<file path="src/rtl/bcd_operand_entry_pkg.sv">
`default_nettype none
// +----------------------------------------------------------------------+
// | Module  : bcd_operand_entry_pkg                                      |
// | Purpose : Shared key_code constants and entry_state encoding for the |
// |           BCD operand entry block.                                   |
// | Ports   : none (package)                                             |
// | Revision: 1.0 - initial release                                      |
// +----------------------------------------------------------------------+
package bcd_operand_entry_pkg;

  // Codes 0x0-0x9 are digits; 0xE-0xF are invalid.
  localparam logic [3:0] KEY_MAX_DIGIT = 4'h9;
  localparam logic [3:0] KEY_PLUS      = 4'hA;
  localparam logic [3:0] KEY_MINUS     = 4'hB;
  localparam logic [3:0] KEY_ENTER     = 4'hC;
  localparam logic [3:0] KEY_CLEAR     = 4'hD;

  typedef enum logic [1:0] {
    ST_ENTER_A = 2'd0,
    ST_ENTER_B = 2'd1,
    ST_DONE    = 2'd2
  } entry_state_t;

  function automatic logic is_digit(input logic [3:0] code);
    return (code <= KEY_MAX_DIGIT);
  endfunction

endpackage
`default_nettype wire

</file>
<file path="src/rtl/bcd_operand_entry_key_sync_edge.sv">
`default_nettype none
// +----------------------------------------------------------------------+
// | Module  : key_sync_edge                                              |
// | Purpose : Synchronises the asynchronous key strobe and produces a    |
// |           one-cycle event on each synchronised rising edge.          |
// | Ports   : clk        - clock                                         |
// |           rst_n      - asynchronous active-low reset                 |
// |           key_strobe - raw asynchronous key-press level              |
// |           key_event  - one-cycle pulse per strobe rising edge        |
// | Revision: 1.0 - initial release                                      |
// +----------------------------------------------------------------------+
module key_sync_edge #(
  parameter int SYNC_STAGES = 2
) (
  input  logic clk,
  input  logic rst_n,
  input  logic key_strobe,
  output logic key_event
);

  // After reset the chain holds zeros, which would look like a rising edge
  // if the strobe is already high. Events stay suppressed until both the
  // chain output and its delayed copy reflect real samples of the input.
  localparam int HOLD = SYNC_STAGES + 1;
  localparam int CW   = $clog2(HOLD + 1);
  localparam logic [CW-1:0] HOLD_CNT = CW'(HOLD);
  localparam logic [CW-1:0] CNT_ONE  = {{(CW-1){1'b0}}, 1'b1};

  logic [SYNC_STAGES-1:0] sync_q;
  logic                   level_d;
  logic [CW-1:0]          holdoff_cnt;
  logic                   armed;

  assign armed = (holdoff_cnt == HOLD_CNT);

  always_ff @(posedge clk or negedge rst_n) begin
    if (!rst_n) begin
      sync_q      <= '0;
      level_d     <= 1'b0;
      holdoff_cnt <= '0;
    end else begin
      sync_q  <= {sync_q[SYNC_STAGES-2:0], key_strobe};
      level_d <= sync_q[SYNC_STAGES-1];
      if (!armed) begin
        holdoff_cnt <= holdoff_cnt + CNT_ONE;
      end
    end
  end

  assign key_event = armed & sync_q[SYNC_STAGES-1] & ~level_d;

endmodule
`default_nettype wire

</file>
<file path="src/rtl/bcd_operand_entry.sv">
`default_nettype none
// +----------------------------------------------------------------------+
// | Module  : bcd_operand_entry                                          |
// | Purpose : Keypad front end collecting two 2-digit BCD operands and   |
// |           an add/subtract operator for a downstream BCD ALU.         |
// | Ports   : clk, rst_n         - clock, async active-low reset         |
// |           key_strobe         - asynchronous key-press level          |
// |           key_code[3:0]      - 0-9 digit, A +, B -, C enter, D clear |
// |           in1_10/in1_1       - operand A tens/ones (BCD)             |
// |           in2_10/in2_1       - operand B tens/ones (BCD)             |
// |           operator           - 0 add, 1 subtract                     |
// |           operands_valid     - complete expression present (DONE)    |
// |           entry_state[1:0]   - 0 ENTER_A, 1 ENTER_B, 2 DONE          |
// |           key_err            - one-cycle pulse per rejected key      |
// | Revision: 1.0 - initial release                                      |
// +----------------------------------------------------------------------+
module bcd_operand_entry
  import bcd_operand_entry_pkg::*;
#(
  parameter int SYNC_STAGES = 2
) (
  input  logic       clk,
  input  logic       rst_n,
  input  logic       key_strobe,
  input  logic [3:0] key_code,
  output logic [3:0] in1_10,
  output logic [3:0] in1_1,
  output logic [3:0] in2_10,
  output logic [3:0] in2_1,
  output logic       operator,
  output logic       operands_valid,
  output logic [1:0] entry_state,
  output logic       key_err
);

  entry_state_t state;
  logic [1:0]   count_a;
  logic [1:0]   count_b;
  logic         key_event;

  key_sync_edge #(
    .SYNC_STAGES (SYNC_STAGES)
  ) u_key_sync_edge (
    .clk        (clk),
    .rst_n      (rst_n),
    .key_strobe (key_strobe),
    .key_event  (key_event)
  );

  assign entry_state = state;

  always_ff @(posedge clk or negedge rst_n) begin
    if (!rst_n) begin
      state          <= ST_ENTER_A;
      in1_10         <= 4'd0;
      in1_1          <= 4'd0;
      in2_10         <= 4'd0;
      in2_1          <= 4'd0;
      count_a        <= 2'd0;
      count_b        <= 2'd0;
      operator       <= 1'b0;
      operands_valid <= 1'b0;
      key_err        <= 1'b0;
    end else begin
      key_err <= 1'b0;
      if (key_event) begin
        if (key_code == KEY_CLEAR) begin
          state          <= ST_ENTER_A;
          in1_10         <= 4'd0;
          in1_1          <= 4'd0;
          in2_10         <= 4'd0;
          in2_1          <= 4'd0;
          count_a        <= 2'd0;
          count_b        <= 2'd0;
          operator       <= 1'b0;
          operands_valid <= 1'b0;
        end else if (key_code > KEY_CLEAR) begin
          key_err <= 1'b1;
        end else begin
          case (state)
            ST_ENTER_A: begin
              if (is_digit(key_code)) begin
                if (count_a == 2'd2) begin
                  key_err <= 1'b1;
                end else begin
                  in1_10  <= in1_1;
                  in1_1   <= key_code;
                  count_a <= count_a + 2'd1;
                end
              end else if (key_code == KEY_ENTER || count_a == 2'd0) begin
                key_err <= 1'b1;
              end else begin
                operator <= (key_code == KEY_MINUS);
                state    <= ST_ENTER_B;
              end
            end

            ST_ENTER_B: begin
              if (is_digit(key_code)) begin
                if (count_b == 2'd2) begin
                  key_err <= 1'b1;
                end else begin
                  in2_10  <= in2_1;
                  in2_1   <= key_code;
                  count_b <= count_b + 2'd1;
                end
              end else if (key_code == KEY_ENTER) begin
                if (count_b == 2'd0) begin
                  key_err <= 1'b1;
                end else begin
                  state          <= ST_DONE;
                  operands_valid <= 1'b1;
                end
              end else if (count_b == 2'd0) begin
                // Operator may be changed until B has its first digit.
                operator <= (key_code == KEY_MINUS);
              end else begin
                key_err <= 1'b1;
              end
            end

            ST_DONE: begin
              // A digit starts a fresh expression with that digit in A.
              if (is_digit(key_code)) begin
                in1_10         <= 4'd0;
                in1_1          <= key_code;
                in2_10         <= 4'd0;
                in2_1          <= 4'd0;
                count_a        <= 2'd1;
                count_b        <= 2'd0;
                operator       <= 1'b0;
                operands_valid <= 1'b0;
                state          <= ST_ENTER_A;
              end else begin
                key_err <= 1'b1;
              end
            end

            default: begin
              state          <= ST_ENTER_A;
              operands_valid <= 1'b0;
            end
          endcase
        end
      end
    end
  end

endmodule
`default_nettype wire
</file>
<file path="config.mk">
export PLATFORM = sky130hd
export DESIGN_NAME = bcd_operand_entry
export DESIGN_NICKNAME = d
export VERILOG_FILES = /design/src/rtl/bcd_operand_entry_pkg.sv /design/src/rtl/bcd_operand_entry_key_sync_edge.sv /design/src/rtl/bcd_operand_entry.sv
export SDC_FILE = /design/constraint.sdc
export NUM_CORES = 1
export LEC_CHECK = 0
export CORE_UTILIZATION = 50
export CTS_BUF_LIST = sky130_fd_sc_hd__clkbuf_8
export DETAILED_ROUTE_END_ITERATION = 6
export PLACE_DENSITY = 0.75
export SLEW_MARGIN = 30
export SYNTH_ARGS = -nofsm -noshare
export SYNTH_HDL_FRONTEND = slang
export SYNTH_SLANG_ARGS = --single-unit
</file>
<file path="constraint.sdc">
create_clock -name clk -period 2.8 [get_ports clk]
set_input_delay 0.56 -clock clk [delete_from_list [all_inputs] [get_ports clk]]
set_output_delay 0.56 -clock clk [all_outputs]
set_load 0.005 [all_outputs]
</file>
# After elaboration in Yosys (flattened, before gate mapping)
# Cells that the tools add are included.
# op_classes
addsub,3
order_cmp,2
n_eq_ne,22
muxes,70
bitwise,3
reduce_logical,12
# op_table
cell,count
4-bit two-way mux,18
3-bit != test (second input constant),12
2-bit two-way mux,17
4-bit case mux with 2 select lines,4
1-bit two-way mux,25
4-bit equality test (second input constant),3
6-bit AND reduction,2
1-bit case mux with 3 select lines,3
9-bit AND reduction,1
2-bit equality test (second input constant),4
2-bit case mux with 2 select lines,2
8-bit AND reduction,1
7-bit AND reduction,1
2-bit by 1-bit adder with 2-bit output (second input constant),3
2-bit zero test,3
2-bit case mux with 3 select lines,1
3-bit nonzero test,2
4-bit > comparator (second input constant),1
4-bit less-or-equal comparator (second input constant),1
2-bit != test (second input constant),2
4-bit nonzero test,1
1-bit AND,2
2-bit by 1-bit equality test with 1-bit output (second input constant),1
1-bit logical OR,1
1-bit inverter,1
# word_totals
reg_bits,30
output_inout_bits,21
word_cells,125

# Depth between registers and ports, before layout
# Gate-level depths: netlist (run 1).
# depth
depth_word,8
ltp_mapped,8
ltp_nobuf,7

# By module
# From an unflattened synthesis (run 1), not the netlist that was laid out.
# unflattened
hier_cells,156
hier_area_um2,1660.3
# modules_own_cells
mod,instances,cells_per_inst,area_per_inst_um2,seq_area_each_um2
bcd_operand_entry,1,147,1488.9,625.6
key_sync_edge,1,9,171.4,125.1

# Worst setup path before layout (run 1)
# Ideal clock, no wire load.
# synth_path
path_type,input-to-reg
start,in key_code[2]
end,reg operator
t_arrival_ns,1.841
required_ns,2.675
path_slack_ns,0.834
stages,6
path_buffers,1
path_cell_list,buf_2 -> and4bb_4 -> nor2_1 -> o22ai_4 -> a2111oi_2 -> mux2_4
# synth_via
elab_chain_len,7
elab_cells_between_ends,23
# synth_lines
item,line_no,rtl
"start, declared",bcd_operand_entry.sv:25,"input logic [3:0] key_code,"
4-bit equality test,"bcd_operand_entry.sv:93, bcd_operand_entry.sv:116",
1-bit two-way mux,bcd_operand_entry.sv:114,end else if (count_b == 2'd0) begin
1-bit two-way mux,bcd_operand_entry.sv:107,end else if (key_code == KEY_ENTER) begin
1-bit two-way mux,bcd_operand_entry.sv:99,if (is_digit(key_code)) begin
1-bit case mux with 3 select lines,bcd_operand_entry.sv:80,case (state)
1-bit two-way mux,bcd_operand_entry.sv:77,end else if (key_code > KEY_CLEAR) begin
1-bit two-way mux,bcd_operand_entry.sv:67,if (key_code == KEY_CLEAR) begin
"end signal, assigned",bcd_operand_entry.sv:93,operator <= (key_code == KEY_MINUS);
"end signal, assigned",bcd_operand_entry.sv:116,operator <= (key_code == KEY_MINUS);
"end, declared",bcd_operand_entry.sv:30,"output logic operator,"
# Parallel ways exist; a longest one is shown, timed or not. The select of a mux whose other input is x is not followed.
# A chain may end at the register's enable or synchronous reset.

# Worst setup path after layout (run 1)
# Same ends and word-level chain as after synthesis.

==> qor.txt, run 1 <==
status: finished, violations left
failing checks: design-rule violations
R2R Path Start: u_key_sync_edge.holdoff_cnt[0]$_DFFE_PN0P_
PortBufs: 27
Die X: 57.1 um
EDFF count, synth: 0
max frequency: 434 MHz
crit path cell chain: clkdlybuf4s50_1 > nor2b_1 > o211ai_1 > nand2_1 > a2111oi_2 > mux2_4
Die ar.: 0.00326 mm^2
Sw Pwr: 641 uW
Comb power frac: 41.2%
Hold WS: 0.371 ns
Hold Crit Class: reg2reg
Unique masters post-synth: 37
Tightest Pin Transition: 0.412 ns
CTS tree: done
largest net degree at the start of global routing: 31
fin crit share: 82.3%
share of cells above drive strength 1: 12.3%
area leader, netlist: dfrtp_1
leakage: 0.850 nW
sequential area share after synthesis: 49.5%
Crit. End Element: register
first-pass GRT wire length: 4.96 mm
worst skew pair latency: 0.28 ns
global placer's final weighted congestion: 0.816
Crit Path Category: in2reg
Antenna Cells: 0
Inserted Clock Buffers: 5
Post-Syn Instances: 157
Initial Utilization: 54.1%
vias per inst: 5.48
Max stage delay on crit path: 0.59 ns
Setup Fix Bufs, Post-CTS: 0
area delta synth->final: 26.7%
R2R cell count: 6
RSZ-0062 raised after global routing: no
TritonRoute pass-1 iters: 6
Worst EP required: 2.97 ns
slowest stage cell, crit path: clkdlybuf4s50_1
crit path time final: 2.30 ns
most frequent cells in the layout: nand2_1, dfrtp_1, clkdlybuf4s50_1
htree depth: 2
worst flop-to-flop path endpoint: operator$_DFFE_PN0P_
Sw Ratio: 32.1%
syn avg cell area: 9.66 um^2
grt total ovfl: 0
Hold Path Depth: 0
Crit path arrival time: 2.47 ns
WL final: 2.91 mm
syn nets: 169
final setup vio count: 0
initial antenna violation count: 0
routed len/inst: 13.3 um
FP Rows: 19
# IOs: 28
Int Power: 1.35 mW
fillers: 215
core area: 0.00281 mm^2
Post-Syn Area: 0.00152 mm^2
worst vdd ir: 632 uV
ANT nets after route: 0
Most used DFF post-synth: dfrtp_1
PD cells: 1040 mW/mm^2
#FFs+latches synth: 30
sequential standard cell area: 751 um^2
Num Clock Sinks: 30
clock-pin slew on the worst setup and hold paths: 0.06 ns
clock power share: 21.7%
CP Launch Type: primary input
CTS Root Buffer Type: clkbuf_8
max-cap violations: 0
CTS resizes: 0
Die Y: 57.1 um
Clock Path Buffers: 2
CTS Hold Buffers Added: 0
Layout Utilization: 68.5%
critical path fanouts, max: 11
vias: 1194
GRT Util Overall: 20.4%
Final Hold Viols: 0
commonest non-fill, non-tap cell in the layout: nand2_1
Slew HR: 72.5%
detailed router's first-iteration violation count: 61
vias in the first global route: 1159
Reg power frac: 37.1%
area occupied by multi-input gates: 677 um^2
hpwl dp: 2.03 mm
nets: 199
Synth top area share: 49.5%
Synth area leaders: dfrtp_1, nand2_1, o21ai_0
CP bufs+invs: 1
hold endpoint: u_key_sync_edge.sync_q[1]$_DFF_PN0_
DRC: 4
setup TNS: 0 ns
YS warnings: 0
fin. max-slew vios: 0
flop2flop setup slack: 0.89 ns
Layout Skew: 0.00507 ns
Top delay family on crit path: compound AO/OA/AOI/OAI gates
ys async rst share: 100%
HP Start: u_key_sync_edge.sync_q[0]$_DFF_PN0_
## stage by stage
step	power (mW)	area, um^2	std cells	setup WS [ns]
6_report	2.00	1920	218	0.497
5_1_grt	2.15	1920	218	0.400
4_1_cts	2.02	1920	218	0.518
3_5_place_dp	1.58	1810	211	0.226
3_3_place_gp	1.55	1810	211	0.240
2_1_floorplan	1.18	1520	157	0.834
## sequential cells by signal (all words and copies together), names as in the netlist
name and count:
in2_10 4, count_a 2, key_err 1, in1_10 4
in1_1 4, u_key_sync_edge.holdoff_cnt 2, operands_valid 1, in2_1 4
entry_state 2, count_b 2, u_key_sync_edge.sync_q 2, operator 1
u_key_sync_edge.level_d 1
## cell families after synthesis
group	after synthesis	synth area share, %
and+or+nand+nor	61	19.0
AOI/OAI and AO/OA	37	16.5
xor gates and xnor gates	2	1.16
adders and majority gates	6	4.79
DFF	30	49.5
muxes	4	3.22
buffers and inverters	17	5.86
## synth_stat cells (2+ instances only)
master,n
o21ai_0,21
xnor2_1,2
nor2_1,6
buf_2,5
mux2_2,3
nand2b_1,2
nor2b_1,3
nor3_1,3
o31ai_1,3
buf_6,2
dfrtp_1,30
a21oi_1,2
clkbuf_1,2
inv_1,7
nand2_1,40
ha_1,5
## worst max-delay path by stage
stage | start | end | slack (ns) | cells past startpoint
after CTS | key_code[2] | operator$_DFFE_PN0P_ | 0.52 | 6
after global routing | key_code[2] | operator$_DFFE_PN0P_ | 0.40 | 6
after floorplan | key_code[2] | operator$_DFFE_PN0P_ | 0.83 | 6
after global placement | key_code[1] | operator$_DFFE_PN0P_ | 0.24 | 6
after detailed placement | key_code[1] | operator$_DFFE_PN0P_ | 0.23 | 6
final | key_code[2] | operator$_DFFE_PN0P_ | 0.50 | 6
## power by group through the flow
stage	sequential [mW]	combinational (mW)	clock, mW
6_report	0.741	0.822	0.433
5_1_grt	0.770	0.918	0.458
4_1_cts	0.741	0.835	0.443
3_5_place_dp	0.749	0.826	0
3_3_place_gp	0.740	0.808	0
2_1_floorplan	0.718	0.465	0
## per-layer routing
| metal | vias up | share of wire (%) | GRT usage [%] |
|---|---|---|---|
| met5 | - | 0 | 0 |
| met4 | 0 | 2.4 | 12.9 |
| met3 | 8 | 5.1 | 6.12 |
| met2 | 27 | 46 | 31.6 |
| met1 | 565 | 46 | 25.1 |
| li1 | 594 | - | - |
## cell type report
type | instances | share of cell area, %
repair buffers | 33 | 16.4
inverters | 7 | 1.37
multi-input cells | 110 | 35.2
clock inverters | 1 | 1.56
clock buffers | 6 | 4.30
well taps | 31 | 2.02
flip-flops and latches | 30 | 39.1
Note: power is estimated with default switching activity, not from simulation.
==> run 2, diff against run 1 <==
- clock period: 2.8 -> 2.4 ns (I/O delays scaled with it)
==> qor.txt, run 2 (synthesis gave the netlist of run 1 again) <==
global placer's final weighted congestion: 0.858 (was 0.816)
max frequency: 472 MHz
Tightest Pin Transition: 0.435 ns (was 0.412 ns)
RSZ-0062 raised after global routing: no (unchanged)
Inserted Clock Buffers: 5 (unchanged)
Sw Pwr: 776 uW (was 641 uW)
Die ar.: 0.00326 mm^2 (unchanged)
Final Hold Viols: 0 (unchanged)
Hold Crit Class: reg2reg (unchanged)
# IOs: 28 (unchanged)
vias: 1244 (was 1194)
Antenna Cells: 0 (unchanged)
status: finished, violations left (unchanged)
DRC: 4 (unchanged)
Crit Path Category: in2reg (unchanged)
area occupied by multi-input gates: 677 um^2 (unchanged)
WL final: 3.09 mm (was 2.91 mm)
worst skew pair latency: 0.28 ns (about the same)
PD cells: 1200 mW/mm^2 (was 1040 mW/mm^2)
Setup Fix Bufs, Post-CTS: 0 (unchanged)
Crit path arrival time: 2.29 ns (was 2.47 ns)
detailed router's first-iteration violation count: 66 (was 61)
TritonRoute pass-1 iters: 6 (unchanged)
total power: 2.38 mW (was 2.00 mW)
Clock Path Buffers: 2 (unchanged)
vias in the first global route: 1192 (was 1159)
Sw Ratio: 32.6% (was 32.1%)
FP Rows: 19 (unchanged)
Crit. End Element: register (unchanged)
first-pass GRT wire length: 5.22 mm (was 4.96 mm)
Layout Skew: 0.00682 ns (was 0.00507 ns)
Worst EP required: 2.57 ns (was 2.97 ns)
Comb power frac: 42.1% (was 41.2%)
Slew HR: 71.0% (was 72.5%)
crit path time final: 2.12 ns
commonest non-fill, non-tap cell in the layout: nand2_1 (unchanged)
Die Y: 57.1 um (unchanged)
Die X: 57.1 um (unchanged)
routed len/inst: 13.7 um (was 13.3 um)
PortBufs: 27 (unchanged)
fillers: 228 (was 215)
largest net degree at the start of global routing: 31 (unchanged)
initial antenna violation count: 0 (unchanged)
hpwl dp: 2.25 mm (was 2.03 mm)
grt total ovfl: 0 (unchanged)
failing checks: design-rule violations (unchanged)
clock power share: 21.4% (was 21.7%)
GRT Util Overall: 21.5% (was 20.4%)
htree depth: 2 (unchanged)
CTS Hold Buffers Added: 0 (unchanged)
CP Launch Type: primary input (unchanged)
fin crit share: 88.2%
sequential standard cell area: 751 um^2 (unchanged)
Int Power: 1.60 mW (was 1.35 mW)
worst vdd ir: 588 uV (was 632 uV)
area delta synth->final: 30.6% (was 26.7%)
fin. max-slew vios: 0 (unchanged)
Num Clock Sinks: 30 (unchanged)
CTS resizes: 0 (unchanged)
share of cells above drive strength 1: 15.9% (was 12.3%)
max-cap violations: 0 (unchanged)
critical path fanouts, max: 8 (was 11)
core area: 0.00281 mm^2 (unchanged)
setup TNS: 0 ns (unchanged)
Initial Utilization: 54.1% (unchanged)
nets: 207 (was 199)
vias per inst: 5.50 (was 5.48)
most frequent cells in the layout: nand2_1, dfrtp_1, clkdlybuf4s50_1 (unchanged)
CTS tree: done (unchanged)
CTS Root Buffer Type: clkbuf_8 (unchanged)
Reg power frac: 36.5% (was 37.1%)
ANT nets after route: 0 (unchanged)
clock-pin slew on the worst setup and hold paths: 0.06 ns (about the same)
leakage: 0.889 nW (was 0.850 nW)
final setup vio count: 0 (unchanged)
run 2: through the flow:
stage	setup WS, ns	utilization (%)	cells	hold slack (ns)	cell area, um^2
after floorplan	0.514	-	157	0.184	1520
after global placement	0.0427	66.6	219	0.336	1870
after detailed placement	0.000109	66.6	219	0.344	1870
after CTS	0.297	70.6	226	0.358	1980
after global routing	0.217	70.6	226	0.367	1980
final	0.283	70.6	226	0.352	1980
run 2: path summary, 6_finish.rpt:
path | startpoint | slack, ns | to | cells after the start
max | key_code[2] | 0.28 | operator$_DFFE_PN0P_ | 6
max in group asynchronous | rst_n | 1.54 | entry_state[0]$_DFFE_PN0P_ | 2
min reg2reg | u_key_sync_edge.sync_q[0]$_DFF_PN0_ | 0.35 | u_key_sync_edge.sync_q[1]$_DFF_PN0_ | 0
max reg2reg | u_key_sync_edge.holdoff_cnt[0]$_DFFE_PN0P_ | 0.50 | operator$_DFFE_PN0P_ | 6
min in group asynchronous | rst_n | 0.59 | in1_10[2]$_DFFE_PN0P_ | 2
min | u_key_sync_edge.sync_q[0]$_DFF_PN0_ | 0.35 | u_key_sync_edge.sync_q[1]$_DFF_PN0_ | 0
run 2: power groups by stage:
| stage | Combinational (mW) | Sequential (mW) | Clock (mW) |
|---|---|---|---|
| CTS | 1.01 | 0.868 | 0.525 |
| floorplan | 0.543 | 0.837 | 0 |
| global route | 1.11 | 0.901 | 0.540 |
| detailed placement | 1.00 | 0.874 | 0 |
| global placement | 0.969 | 0.861 | 0 |
| finish | 1.00 | 0.867 | 0.509 |
run 2: critical path: stages:
cell,delay (ns)
clkdlybuf4s50_1,0.64
and4b_1,0.28
or3_4,0.15
o22ai_4,0.07
a2111oi_2,0.34
mux2_4,0.33
run 2: final cells by class:
cell class / count / area share (%)
timing repair buffer: 41 / 19.0
inverter: 7 / 1.33
tap: 31 / 1.96
sequential: 30 / 37.9
multi-input combinational: 110 / 34.2
clock inverter: 1 / 1.52
clock buffer: 6 / 4.17
run 2: layer usage:
metal / GRT usage [%] / routed length (um) / vias up
met4: 10.1 / 80 / 0
met5: 0 / 0 / -
li1: - / - / 611
met1: 25.3 / 1340 / 581
met2: 35.3 / 1480 / 41
met3: 7.48 / 199 / 11
==> run 3, diff against run 2 <==
--- a/config.mk
+++ b/config.mk
@@ -9,4 +9,5 @@
 export CTS_BUF_LIST = sky130_fd_sc_hd__clkbuf_8
+export CTS_CLUSTER_SIZE = 8
 export DETAILED_ROUTE_END_ITERATION = 6
-export PLACE_DENSITY = 0.75
+export PLACE_DENSITY = 0.88
 export SLEW_MARGIN = 30
==> constraint.sdc (replaced) <==
create_clock -name clk -period 2.4 [get_ports clk]
set_input_delay 0.24 -clock clk [delete_from_list [all_inputs] [get_ports clk]]
set_output_delay 0.24 -clock clk [all_outputs]
set_load 0.005 [all_outputs]
==> qor.txt, run 3 (synthesis gave the netlist of run 1 again) <==
status: finished, violations left (unchanged)
failing checks: design-rule violations (unchanged)
crit path cell chain: clkdlybuf4s50_1 > and4bb_4 > nor2_1 > o22ai_4 > a2111oi_2 > mux2_4 (was clkdlybuf4s50_1 > and4b_1 > or3_4 > o22ai_4 > a2111oi_2 > mux2_4)
RSZ-0062 raised after global routing: no (unchanged)
CTS Hold Buffers Added: 0 (unchanged)
Worst EP required: 2.57 ns (about the same)
vias in the first global route: 1228 (was 1192)
Die ar.: 0.00326 mm^2 (unchanged)
routed len/inst: 14.1 um (was 13.7 um)
core area: 0.00281 mm^2 (unchanged)
Num Clock Sinks: 30 (unchanged)
global placer's final weighted congestion: 0.944 (was 0.858)
grt total ovfl: 0 (unchanged)
WL final: 3.08 mm (was 3.09 mm)
detailed router's first-iteration violation count: 37 (was 66)
# IOs: 28 (unchanged)
commonest non-fill, non-tap cell in the layout: nand2_1 (unchanged)
most frequent cells in the layout: nand2_1, dfrtp_1, clkdlybuf4s50_1 (unchanged)
CTS tree: done (unchanged)
first-pass GRT wire length: 5.25 mm (was 5.22 mm)
leakage: 0.842 nW (was 0.889 nW)
area delta synth->final: 24.9% (was 30.6%)
vias per inst: 5.48 (was 5.50)
Int Power: 1.44 mW (was 1.60 mW)
PortBufs: 27 (unchanged)
CP Launch Type: primary input (unchanged)
clock power share: 16.7% (was 21.4%)
ANT nets after route: 0 (unchanged)
Die X: 57.1 um (unchanged)
Layout Skew: 0.00451 ns (was 0.00682 ns)
Sw Ratio: 34.8% (was 32.6%)
max frequency: 495 MHz (was 472 MHz)
worst skew pair latency: 0.28 ns (about the same)
Reg power frac: 39.3% (was 36.5%)
max-cap violations: 0 (unchanged)
fin. max-slew vios: 0 (unchanged)
Die Y: 57.1 um (unchanged)
Clock Path Buffers: 2 (unchanged)
slowest stage cell, crit path: clkdlybuf4s50_1 (unchanged)
initial antenna violation count: 0 (unchanged)
DRC: 3 (was 4)
vias: 1200 (was 1244)
CTS Root Buffer Type: clkbuf_8 (unchanged)
hpwl dp: 2.26 mm (was 2.25 mm)
Antenna Cells: 0 (unchanged)
Inserted Clock Buffers: 5 (unchanged)
worst vdd ir: 562 uV (was 588 uV)
Crit. End Element: register (unchanged)
nets: 200 (was 207)
TritonRoute pass-1 iters: 6 (unchanged)
Crit Path Category: in2reg (unchanged)
GRT Util Overall: 21.2% (was 21.5%)
final setup vio count: 0 (unchanged)
fin crit share: 84.1% (was 88.2%)
Initial Utilization: 54.1% (unchanged)
Hold WS: 0.340 ns (was 0.352 ns)
share of cells above drive strength 1: 12.8% (was 15.9%)
largest net degree at the start of global routing: 31 (unchanged)
Tightest Pin Transition: 0.428 ns (was 0.435 ns)
Crit path arrival time: 2.19 ns (was 2.29 ns)
CTS resizes: 0 (unchanged)
Hold Crit Class: in2async (was reg2reg)
Max stage delay on crit path: 0.60 ns (was 0.64 ns)
clock-pin slew on the worst setup and hold paths: 0.06 ns (about the same)
Slew HR: 71.5% (was 71.0%)
setup TNS: 0 ns (unchanged)
Sw Pwr: 772 uW (was 776 uW)
Setup Fix Bufs, Post-CTS: 0 (unchanged)
Final Hold Viols: 0 (unchanged)
crit path time final: 2.02 ns (was 2.12 ns)
Comb power frac: 44.0% (was 42.1%)
critical path fanouts, max: 10 (was 8)
htree depth: 2 (unchanged)
PD cells: 1170 mW/mm^2 (was 1200 mW/mm^2)
fillers: 223 (was 228)
FP Rows: 19 (unchanged)
## run 3: metrics by stage
step | util, % | worst slack [ns] | power, mW | cells | instance area, um^2
2_1_floorplan | - | 0.573 | 1.38 | 157 | 1520
3_3_place_gp | 64.7 | 0.211 | 1.81 | 212 | 1820
3_5_place_dp | 64.7 | 0.107 | 1.86 | 212 | 1820
4_1_cts | 67.5 | 0.403 | 2.24 | 219 | 1890
5_1_grt | 67.5 | 0.287 | 2.39 | 219 | 1890
6_report | 67.5 | 0.381 | 2.22 | 219 | 1890
## run 3: per-layer routing
metal / global-route usage (%) / up-vias / routed length (um)
met5: 0 / - / 0
met4: 8.71 / 0 / 48
met3: 8.39 / 8 / 167
met2: 35.6 / 36 / 1540
met1: 24.3 / 563 / 1330
li1: - / 593 / -
## run 3: final cells by class
type,count,area (um^2),area share (%)
clock buffer,5,68.8,3.63
clock inverter,2,10.0,0.528
inverter,7,26.3,1.39
multi-input combinational,110,677,35.7
sequential,30,751,39.6
tap,31,38.8,2.05
timing repair buffer,34,323,17.0
## run 3: worst max-delay path, delay by kind of cell
family / cells / cell delay [ns]
buffers and inverters: 1 / 0.60
and+or+nand+nor: 2 / 0.53
AOI/OAI and AO/OA: 2 / 0.49
muxes: 1 / 0.33
## run 3: power groups by stage
| stage | combinational (mW) | clock (mW) | sequential, mW |
|---|---|---|---|
| after floorplan | 0.543 | 0 | 0.837 |
| after global placement | 0.943 | 0 | 0.862 |
| after detailed placement | 0.981 | 0 | 0.878 |
| after CTS | 0.986 | 0.384 | 0.871 |
| after global routing | 1.08 | 0.405 | 0.903 |
| final | 0.975 | 0.370 | 0.871 |
## run 3: worst paths after layout
kind	to	startpoint	slack, ns	cells past startpoint
worst max-delay path	operator$_DFFE_PN0P_	key_code[3]	0.38	6
min in group clk	u_key_sync_edge.sync_q[1]$_DFF_PN0_	u_key_sync_edge.sync_q[0]$_DFF_PN0_	0.35	0
worst min register to register	u_key_sync_edge.sync_q[1]$_DFF_PN0_	u_key_sync_edge.sync_q[0]$_DFF_PN0_	0.35	0
worst max register to register	operator$_DFFE_PN0P_	u_key_sync_edge.holdoff_cnt[0]$_DFFE_PN0P_	0.50	6
worst min-delay path	in1_10[3]$_DFFE_PN0P_	rst_n	0.34	2
max in group asynchronous	in1_10[2]$_DFFE_PN0P_	rst_n	1.78	2
